==> src/rtl/ahb_lite_master.sv <==
// AHB-Lite single-transfer master: core request/response port bridged onto a
// two-stage (address/data) pipelined AHB-Lite bus interface.
module ahb_lite_master #(
    parameter int DATA_WIDTH = 32,
    parameter int ADDR_WIDTH = 32
) (
    input  logic                  HCLK,
    input  logic                  HRESETn,
    // core request
    input  logic                  req_valid,
    output logic                  req_ready,
    input  logic                  req_write,
    input  logic [ADDR_WIDTH-1:0] req_addr,
    input  logic [1:0]            req_size,
    input  logic [DATA_WIDTH-1:0] req_wdata,
    // core response
    output logic                  rsp_valid,
    output logic [DATA_WIDTH-1:0] rsp_rdata,
    output logic                  rsp_err,
    // AHB-Lite
    output logic [ADDR_WIDTH-1:0] haddr,
    output logic                  hwrite,
    output logic [2:0]            hsize,
    output logic [1:0]            htrans,
    output logic [2:0]            hburst,
    output logic [3:0]            hprot,
    output logic                  hmastlock,
    output logic [DATA_WIDTH-1:0] hwdata,
    input  logic [DATA_WIDTH-1:0] hrdata,
    input  logic                  hready,
    input  logic                  hresp
);

    localparam logic [1:0] HTRANS_IDLE   = 2'b00;
    localparam logic [1:0] HTRANS_NONSEQ = 2'b10;

    // address stage
    logic                  a_valid_q, a_valid_d;
    logic [ADDR_WIDTH-1:0] a_addr_q,  a_addr_d;
    logic                  a_write_q, a_write_d;
    logic [1:0]            a_size_q,  a_size_d;
    logic [DATA_WIDTH-1:0] a_wdata_q, a_wdata_d;
    // data stage
    logic                  d_valid_q, d_valid_d;
    logic                  d_write_q, d_write_d;
    logic [1:0]            d_size_q,  d_size_d;
    logic [1:0]            d_lane_q,  d_lane_d;
    logic [DATA_WIDTH-1:0] d_wdata_q, d_wdata_d;
    // response and post-reset enable
    logic                  rsp_valid_q, rsp_valid_d;
    logic                  rsp_err_q,   rsp_err_d;
    logic [DATA_WIDTH-1:0] rsp_rdata_q, rsp_rdata_d;
    logic                  ready_en_q,  ready_en_d;

    logic                  misaligned;
    logic                  accept_bus;
    logic                  accept_mis;
    logic                  retire;
    logic [DATA_WIDTH-1:0] wdata_rep;
    logic [DATA_WIDTH-1:0] rd_shift;
    logic [DATA_WIDTH-1:0] rd_data;

    assign misaligned = (req_size == 2'd1 && req_addr[0])
                     || (req_size == 2'd2 && req_addr[1:0] != 2'b00)
                     || (req_size == 2'd3);

    // A misaligned request waits for an empty pipeline so its error pulse
    // never collides with, or overtakes, a bus completion.
    assign req_ready  = ready_en_q & (misaligned ? (!a_valid_q && !d_valid_q)
                                                 : (!a_valid_q || hready));
    assign accept_bus = req_valid & req_ready & !misaligned;
    assign accept_mis = req_valid & req_ready & misaligned;
    assign retire     = d_valid_q & hready;

    always_comb begin
        case (req_size)
            2'd0:    wdata_rep = {(DATA_WIDTH/8){req_wdata[7:0]}};
            2'd1:    wdata_rep = {(DATA_WIDTH/16){req_wdata[15:0]}};
            default: wdata_rep = req_wdata;
        endcase
    end

    assign rd_shift = hrdata >> {d_lane_q, 3'b000};

    always_comb begin
        case (d_size_q)
            2'd0:    rd_data = {{(DATA_WIDTH-8){1'b0}},  rd_shift[7:0]};
            2'd1:    rd_data = {{(DATA_WIDTH-16){1'b0}}, rd_shift[15:0]};
            default: rd_data = rd_shift;
        endcase
    end

    always_comb begin
        // NOTE: every _d starts from its _q (or a fixed value) so no path
        // through this block leaves a signal unassigned and infers a latch.
        a_valid_d   = a_valid_q;
        a_addr_d    = a_addr_q;
        a_write_d   = a_write_q;
        a_size_d    = a_size_q;
        a_wdata_d   = a_wdata_q;
        d_valid_d   = d_valid_q;
        d_write_d   = d_write_q;
        d_size_d    = d_size_q;
        d_lane_d    = d_lane_q;
        d_wdata_d   = d_wdata_q;
        rsp_valid_d = 1'b0;
        rsp_err_d   = 1'b0;
        rsp_rdata_d = '0;
        ready_en_d  = 1'b1;

        if (hready) begin
            d_valid_d = a_valid_q;
            d_write_d = a_write_q;
            d_size_d  = a_size_q;
            d_lane_d  = a_addr_q[1:0];
            d_wdata_d = a_wdata_q;
            a_valid_d = 1'b0;
        end

        if (accept_bus) begin
            a_valid_d = 1'b1;
            a_addr_d  = req_addr;
            a_write_d = req_write;
            a_size_d  = req_size;
            a_wdata_d = req_write ? wdata_rep : '0;
        end

        if (retire) begin
            rsp_valid_d = 1'b1;
            rsp_err_d   = hresp;
            rsp_rdata_d = d_write_q ? '0 : rd_data;
        end else if (accept_mis) begin
            rsp_valid_d = 1'b1;
            rsp_err_d   = 1'b1;
        end
    end

    // NOTE: sequential state uses non-blocking assignments only, so every
    // flop samples the pre-edge values regardless of statement order.
    always_ff @(posedge HCLK or negedge HRESETn) begin
        if (!HRESETn) begin
            a_valid_q   <= 1'b0;
            a_addr_q    <= '0;
            a_write_q   <= 1'b0;
            a_size_q    <= 2'd0;
            a_wdata_q   <= '0;
            d_valid_q   <= 1'b0;
            d_write_q   <= 1'b0;
            d_size_q    <= 2'd0;
            d_lane_q    <= 2'd0;
            d_wdata_q   <= '0;
            rsp_valid_q <= 1'b0;
            rsp_err_q   <= 1'b0;
            rsp_rdata_q <= '0;
            ready_en_q  <= 1'b0;
        end else begin
            a_valid_q   <= a_valid_d;
            a_addr_q    <= a_addr_d;
            a_write_q   <= a_write_d;
            a_size_q    <= a_size_d;
            a_wdata_q   <= a_wdata_d;
            d_valid_q   <= d_valid_d;
            d_write_q   <= d_write_d;
            d_size_q    <= d_size_d;
            d_lane_q    <= d_lane_d;
            d_wdata_q   <= d_wdata_d;
            rsp_valid_q <= rsp_valid_d;
            rsp_err_q   <= rsp_err_d;
            rsp_rdata_q <= rsp_rdata_d;
            ready_en_q  <= ready_en_d;
        end
    end

    // Bus outputs come straight from stage flops, gated by the stage valid.
    assign htrans    = a_valid_q ? HTRANS_NONSEQ : HTRANS_IDLE;
    assign haddr     = a_valid_q ? a_addr_q : '0;
    assign hsize     = a_valid_q ? {1'b0, a_size_q} : 3'b000;
    assign hwrite    = a_valid_q & a_write_q;
    assign hwdata    = d_valid_q ? d_wdata_q : '0;
    assign hburst    = 3'b000;
    assign hprot     = 4'b0011;
    assign hmastlock = 1'b0;

    assign rsp_valid = rsp_valid_q;
    assign rsp_err   = rsp_err_q;
    assign rsp_rdata = rsp_rdata_q;

endmodule

==> config.mk <==
export PLATFORM = sky130hd
export DESIGN_NAME = ahb_lite_master
export DESIGN_NICKNAME = d
export VERILOG_FILES = /design/src/rtl/ahb_lite_master.sv
export SDC_FILE = /design/constraint.sdc
export NUM_CORES = 1
export LEC_CHECK = 0
export ABC_AREA = 1
export CAP_MARGIN = 30
export CORE_MARGIN = 4
export CORE_UTILIZATION = 46
export DETAILED_ROUTE_END_ITERATION = 16
export GPL_TIMING_DRIVEN = 0
export PLACE_DENSITY = 0.8
export SYNTH_ARGS = -nofsm -noshare
export SYNTH_HDL_FRONTEND = slang
export SYNTH_SLANG_ARGS = --single-unit
==> constraint.sdc <==
create_clock -name HCLK -period 1.75 [get_ports HCLK]
set_input_delay 0.175 -clock HCLK [delete_from_list [all_inputs] [get_ports HCLK]]
set_output_delay 0.175 -clock HCLK [all_outputs]
set_load 0.01 [all_outputs]
==> impl_metrics.json, run 1 <==
{
  "status": "completed",
  "drive_gt1_share_pct": 8.61,
  "clk_latency_ns": 0.42,
  "cp_common_cell": "buf_6",
  "dr.pass1.iters": 6,
  "drt_iter0_markers": 553,
  "io_buffer_count": 204,
  "cp.depth": 6,
  "final_nets": 1231,
  "yosys.area.top_type_share_pct": 53.6,
  "switching_share_pct": 28.9,
  "clkTransAtPathRegs_ns": 0.05,
  "crit_path_start_kind": "flip-flop",
  "synth_ff_type": "dfrtp_1",
  "cp-end-kind": "output pin",
  "max_freq_ghz": 0.588,
  "final_common_cell": "nand2_1",
  "hold_class": "input port to flip-flop",
  "period_share_pct": 97.2,
  "tightest_slew_ns": 0.661,
  "synthCells": 886,
  "die_area_mm2": 0.0163,
  "dp_hpwl_mm": 14.7,
  "hold_ws_ns": 0.0661,
  "io-pin-count": 217,
  "critPathMaxFanout": 6,
  "fin_tns_setup_ns": 0,
  "critPathTopFamily": "buffers and inverters",
  "power_frac_comb_pct": 20.7,
  "path_buf_inv": 4,
  "vias": 6508,
  "worstHoldPathCells": 2,
  "fp.coreArea_mm2": 0.0139,
  "root_buffer": "clkbuf_16",
  "routed_via_density": 4.94,
  "start_util_pct": 47.2,
  "power_density_mw_per_mm2": 1020,
  "crit_required_ns": 1.57,
  "synthTopCellsByArea": "dfrtp_1, nand2_1, inv_1",
  "critPathKind": "flip-flop to output pin",
  "power.share.clock_pct": 37.0,
  "skew_ns": 0.00636,
  "ys_warn_count": 0,
  "synth_edf_count": 0,
  "postRouteAntennaNets": 0,
  "area_growth_pct": 46.5,
  "p_total_mw": 9.87,
  "antenna_cells": 0,
  "path_cells": "buf_6 > buf_6 > a21boi_4 > nand2_2 > inv_2 > buf_6",
  "fp-row-count": 43,
  "cts_max_path_buffers": 2,
  "postSynth.asyncResetShare_pct": 100,
  "grt_pass1_vias": 6389,
  "p_leak_nw": 5.62,
  "synth_area_leader_cell": "dfrtp_1",
  "wl_mm": 20.2,
  "wire_per_inst_um": 15.3,
  "cpPeakStageDelay_ns": 0.39,
  "grt_max_degree": 97,
  "drv_slew": 0,
  "grt_antenna_before_repair": 0,
  "layout_common_cells": "nand2_1, dfrtp_1, clkdlybuf4s50_1",
  "reg2reg_depth": 5,
  "syn_area_per_cell_um2": 7.43,
  "cts_sinks": 141,
  "numCtsBuffers": 17,
  "finalHoldViolCount": 0,
  "syn_area_mm2": 0.00658,
  "cts_tree": "yes",
  "synth_cell_types": 27,
  "gr-total-overflow": 0,
  "finalSetupViolCount": 0,
  "critPathArrivalTime_ns": 1.53,
  "seqPwrFrac_pct": 42.3,
  "fp.dieH_um": 128,
  "maxCapViolCount": 0,
  "synth_seq_area_share_pct": 53.6,
  "internal_power_mw": 7.02,
  "critPathSlowestCell": "dfrtp_1",
  "min_period_ns": 1.70,
  "die_w_um": 128,
  "track_usage_pct": 24.9,
  "p_sw_mw": 2.86,
  "grt_pass1_wl_mm": 31.9,
  "rsz0062_at_grt": "yes",
  "ir_drop_mv": 0.744,
  "maxSlewHeadroom_pct": 55.6,
  "gp_congestion": 0.914,
  "fin_util_pct": 69.2,
  "ys_ff_latch": 141,
  "htree_levels": 4,
  "remaining_drc_errors": 0
}
layer usage:
layer	wire, um	part of all wire, %	vias up	global-route usage [%]
met2	9540	47	325	40.0
met1	8160	40	2997	31.8
met4	761	3.8	0	11.3
met5	0	0	-	0
li1	-	-	3118	-
met3	1710	8.5	68	6.40
path summary, 6_finish.rpt:
path	from	endpoint	slack [ns]
max	a_valid_q$_DFFE_PN0P_	req_ready	0.05
min reg2reg	d_size_q[0]$_DFFE_PN0P_	d_size_q[0]$_DFFE_PN0P_	0.47
max reg2reg	d_valid_q$_DFFE_PN0P_	rsp_rdata[10]$_DFF_PN0_	0.07
min	hready	d_valid_q$_DFFE_PN0P_	0.07
min in group asynchronous	HRESETn	rsp_rdata[21]$_DFF_PN0_	0.26
max in group asynchronous	HRESETn	a_valid_q$_DFFE_PN0P_	0.70
Yosys cell counts, types with 2 or more instances:
library cell and instances:
a211oi_1 7, a21oi_1 23, a31oi_1 8, buf_1 5, buf_2 12, buf_4 14, buf_6 2, clkbuf_1 24
clkinv_1 2, conb_1 2, dfrtp_1 141, inv_1 96, inv_2 2, nand2_1 466, nand3_1 4, nor2_1 27
nor3_1 14, o21ai_0 27, or2_2 2
through the flow:
step	setup WS, ns	std cells	cell area (um^2)
final	0.0482	1318	9640
after CTS	0.00169	1314	9520
after global routing	-0.0559	1318	9640
after floorplan	0.308	895	6610
after global placement	-5.04	1279	8880
after detailed placement	-0.306	1280	8910
cell type report:
type	count	area, um^2
fillers	1165	4300
flip-flops and latches	141	3530
multi-input cells	597	2450
repair buffers	213	2050
clock buffers	19	453
plain buffers	57	414
inverters	100	375
well taps	180	225
clock inverters	11	144
flip-flops by register name, summed over array words and instances, names as in the netlist:
signal      flops
a_addr_q       32
a_wdata_q      32
d_wdata_q      32
rsp_rdata      32
a_size_q        2
d_lane_q        2
d_size_q        2
a_valid_q       1
a_write_q       1
d_valid_q       1
d_write_q       1
ready_en_q      1
rsp_err         1
rsp_valid       1
power by group through the flow:
| stage | logic (mW) | clock network [mW] | registers, mW |
|---|---|---|---|
| after floorplan | 1.10 | 0 | 4.15 |
| after global placement | 1.95 | 0 | 4.20 |
| after detailed placement | 2.00 | 0 | 4.22 |
| after CTS | 1.99 | 3.69 | 4.17 |
| after global routing | 2.30 | 3.82 | 4.26 |
| final | 2.04 | 3.65 | 4.18 |
timing repair:
item	CTS	global route
setup endpoints to repair	69	65
pin swaps	1	3
hold buffers	1	0
endpoints found under the hold margin	45	0
cloned	0	1
setup buffers	3	3
gates resized for setup	96	41
cell families (layout without fill, tap and decap cells):
logic type / Yosys count / in the layout / synth area share (%)
buf+inv: 157 / 400 / 10.2
compound gates: 69 / 69 / 5.86
other cells: 2 / 11 / 0.114
simple gates: 517 / 517 / 30.2
flops: 141 / 141 / 53.6
Note: power is estimated with default switching activity, not from simulation.
==> run 2, diff against run 1 <==
--- a/config.mk
+++ b/config.mk
@@ -5,13 +5,12 @@
 export SDC_FILE = /design/constraint.sdc
 export NUM_CORES = 1
 export LEC_CHECK = 0
-export ABC_AREA = 1
 export CAP_MARGIN = 30
 export CORE_MARGIN = 4
-export CORE_UTILIZATION = 46
+export CORE_UTILIZATION = 47
 export DETAILED_ROUTE_END_ITERATION = 16
 export GPL_TIMING_DRIVEN = 0
-export PLACE_DENSITY = 0.8
+export PLACE_DENSITY = 0.81
 export SYNTH_ARGS = -nofsm -noshare
 export SYNTH_HDL_FRONTEND = slang
 export SYNTH_SLANG_ARGS = --single-unit
==> run 2 against run 1 <==
- the run now ends with negative setup slack left
- critical path depth is 1 lower
- cell area decreased by 0.23%
- register-to-register slack worse by 0.02 ns
- global-route usage down 2.3 points
- critical endpoint unchanged
- worst setup slack worse by 0.19 ns
- core utilization grew 0.11 points
- sequential share of layout area grew 0.086 points
- total power is 0.33% higher
- non-clock buffer count decreased by 3
==> impl_metrics.json, run 2 <==
{
  "layout_setup_ws_ns": -0.143,
  "synthSimpleGateAreaFrac_pct": 13.5,
  "postSynth.asyncResetShare_pct": 100,
  "crit_required_ns": 1.57,
  "placed_cells": 949,
  "drv_slew": 0,
  "critPathMaxFanout": 3,
  "violations": "negative setup slack",
  "cp-end-kind": "output pin",
  "netlist_top_cells_count": "dfrtp_1, mux2_2, and2_1",
  "gr-total-overflow": 0,
  "yosys.area.top_type_share_pct": 52.8,
  "status": "finished, violations left",
  "htree_levels": 4,
  "area_growth_pct": 43.8,
  "r2r_setup_slack_ns": 0.05,
  "wl_mm": 18.2,
  "gp_congestion": 0.874,
  "fp.coreArea_mm2": 0.0139,
  "grt_pass1_wl_mm": 28.4,
  "fill_cells": 1016,
  "cpPeakStageDelay_ns": 0.40,
  "p_total_mw": 9.91,
  "crit_path_start_kind": "flip-flop",
  "reg2reg_to": "a_addr_q[14]$_DFFE_PN0P_",
  "path_buf_inv": 3,
  "period_share_pct": 108,
  "synth.area.mux_share_pct": 23.1,
  "synthCells": 556,
  "grt_max_degree": 82,
  "fin_cells": 993,
  "postRouteAntennaNets": 0,
  "hold-path-endpoint": "a_wdata_q[28]$_DFFE_PN0P_",
  "final_area_mm2": 0.00961,
  "root_buffer": "clkbuf_16",
  "maxSlewHeadroom_pct": 52.2,
  "synth_cell_types": 31,
  "grt_antenna_before_repair": 0,
  "p_leak_nw": 4.58,
  "rr_startpoint": "a_valid_q$_DFFE_PN0P_",
  "cts_tree": "yes",
  "min_period_ns": 1.89,
  "drive_gt1_share_pct": 29.0,
  "critPathTopFamily": "buffers and inverters",
  "synth_top_family_by_area": "multiplexers",
  "ys_warn_count": 0,
  "start_util_pct": 48.2,
  "cts_sinks": 141,
  "skew_ns": 0.00525,
  "die_area_mm2": 0.0162,
  "reg2reg_depth": 6,
  "remaining_drc_errors": 0,
  "critPathArrivalTime_ns": 1.72,
  "placed_cell_area_mm2": 0.00901,
  "final_nets": 904,
  "synth_seq_area_share_pct": 52.8,
  "synthTopCellsByArea": "dfrtp_1, mux2_2, and2_1",
  "vias": 5044,
  "ys_ff_latch": 141,
  "fp.dieH_um": 127,
  "rsz0062_at_grt": "yes",
  "dp_hpwl_mm": 13.6,
  "worstHoldPathCells": 3,
  "place_ws_ns": -0.550,
  "cp.depth": 5,
  "io-pin-count": 217,
  "maxCapViolCount": 0,
  "hold_class": "input port to flip-flop",
  "yosys.area_share.xor_xnor_pct": 0,
  "clkTransAtPathRegs_ns": 0.05,
  "wire_per_inst_um": 18.3,
  "clk_latency_ns": 0.43,
  "numCtsBuffers": 17,
  "path_cells": "buf_8 > buf_6 > nor3b_4 > o32ai_2 > buf_4",
  "routed_via_density": 5.08,
  "syn_area_per_cell_um2": 12.0,
  "grt_pass1_vias": 5311,
  "yosysMostFrequentCell": "dfrtp_1",
  "synth_edf_count": 0,
  "synth-compound-area-share_pct": 5.37,
  "synthAdderAreaFrac_pct": 0,
  "die_w_um": 127,
  "fp-row-count": 43,
  "holdCritStartpoint": "req_write",
  "io_buffer_count": 203,
  "ir_drop_mv": 0.640,
  "finalHoldViolCount": 0,
  "track_usage_pct": 22.6,
  "final_common_cell": "dfrtp_1",
  "dr.pass1.iters": 4,
  "synth_area_leader_cell": "dfrtp_1",
  "antenna_cells": 0,
  "critPathSlowestCell": "dfrtp_1",
  "synth_ff_type": "dfrtp_1",
  "critPathKind": "flip-flop to output pin",
  "cts_max_path_buffers": 2,
  "tightest_slew_ns": 0.715,
  "layout_common_cells": "dfrtp_1, clkdlybuf4s50_1, mux2_2",
  "syn_area_mm2": 0.00669,
  "max_freq_ghz": 0.528,
  "drt_iter0_markers": 222,
  "finalSetupViolCount": 1,
  "power_density_mw_per_mm2": 1030
}
-- run 2: changes by cell type in the layout (fill, tap and decap cells not counted), moves of 11 or more --
cell | previous run | this run
mux2_4 | 0 | 14
mux2_2 | 0 | 83
clkbuf_2 | 2 | 13
nor3_1 | 14 | 0
nand2_1 | 459 | 19
o21ai_0 | 27 | 9
and2_1 | 0 | 74
inv_1 | 95 | 18
mux2i_1 | 0 | 40
clkdlybuf4s15_1 | 1 | 22
dlygate4sd2_1 | 66 | 10
buf_2 | 12 | 30
-- run 2: layout make-up --
type	count	area, um^2	share of cell area (%)
flip-flops and latches	141	3530	36.7
multi-input cells	355	2880	30.0
clock buffers	23	488	5.08
plain buffers	50	350	3.64
inverters	18	67.6	0.703
clock inverters	9	86.3	0.898
repair buffers	217	1990	20.7
well taps	180	225	2.34
-- run 2: power by group --
part	switching, mW	internal, mW
logic	1.00	1.27
registers	0.304	3.88
clock network	1.35	2.10
-- run 2: repair_timing --
action / in CTS / in global routing
gates resized for setup: 181 / 53
pin swaps: 0 / 1
setup endpoints to repair: 77 / 70
endpoints found under the hold margin: 60 / 0
hold buffers: 1 / 0
buffers inserted: 8 / 4
-- run 2: how the worst max path moves through the flow --
| stage | from | to | slack [ns] |
|---|---|---|---|
| 2_1_floorplan | req_size[0] | a_addr_q[13]$_DFFE_PN0P_ | 0.33 |
| 3_3_place_gp | HRESETn | d_wdata_q[18]$_DFFE_PN0P_ | -4.80 |
| 3_5_place_dp | req_size[1] | req_ready | -0.55 |
| 4_1_cts | d_valid_q$_DFFE_PN0P_ | req_ready | -0.16 |
| 5_1_grt | d_valid_q$_DFFE_PN0P_ | req_ready | -0.21 |
| 6_report | d_valid_q$_DFFE_PN0P_ | req_ready | -0.14 |
-- run 2: worst register-to-register path: stages (launching register included) --
cell and delay, ns:
dfrtp_1 0.40, buf_6 0.13, nand2b_1 0.10, o2111ai_2 0.25, buf_6 0.24, buf_6 0.17
mux2_4 0.31
-- run 2: cell families (layout without fill, tap and decap cells) --
kind of cell | count (synthesis) | in the layout
compound gates | 55 | 55
buf+inv | 69 | 317
flops | 141 | 141
mux | 137 | 137
other cells | 2 | 11
simple gates | 152 | 152
-- run 2: through the flow --
stage               hold slack (ns)  utilization, %  setup TNS, ns
finish                        0.181            69.3         -0.143
global route                  0.213            69.3         -0.414
CTS                           0.178            69.0         -0.161
detailed placement            0.189            64.9         -28.53
global placement              0.479            64.7        -697.52
floorplan                    -0.121               -              0
-- run 2: per-layer routing --
layer,global-route usage (%),up-vias,part of all wire (%)
met5,0,-,0
met4,7.32,0,1.5
met3,5.89,26,8.0
met2,38.2,209,50
met1,28.5,2453,41
li1,-,2356,-
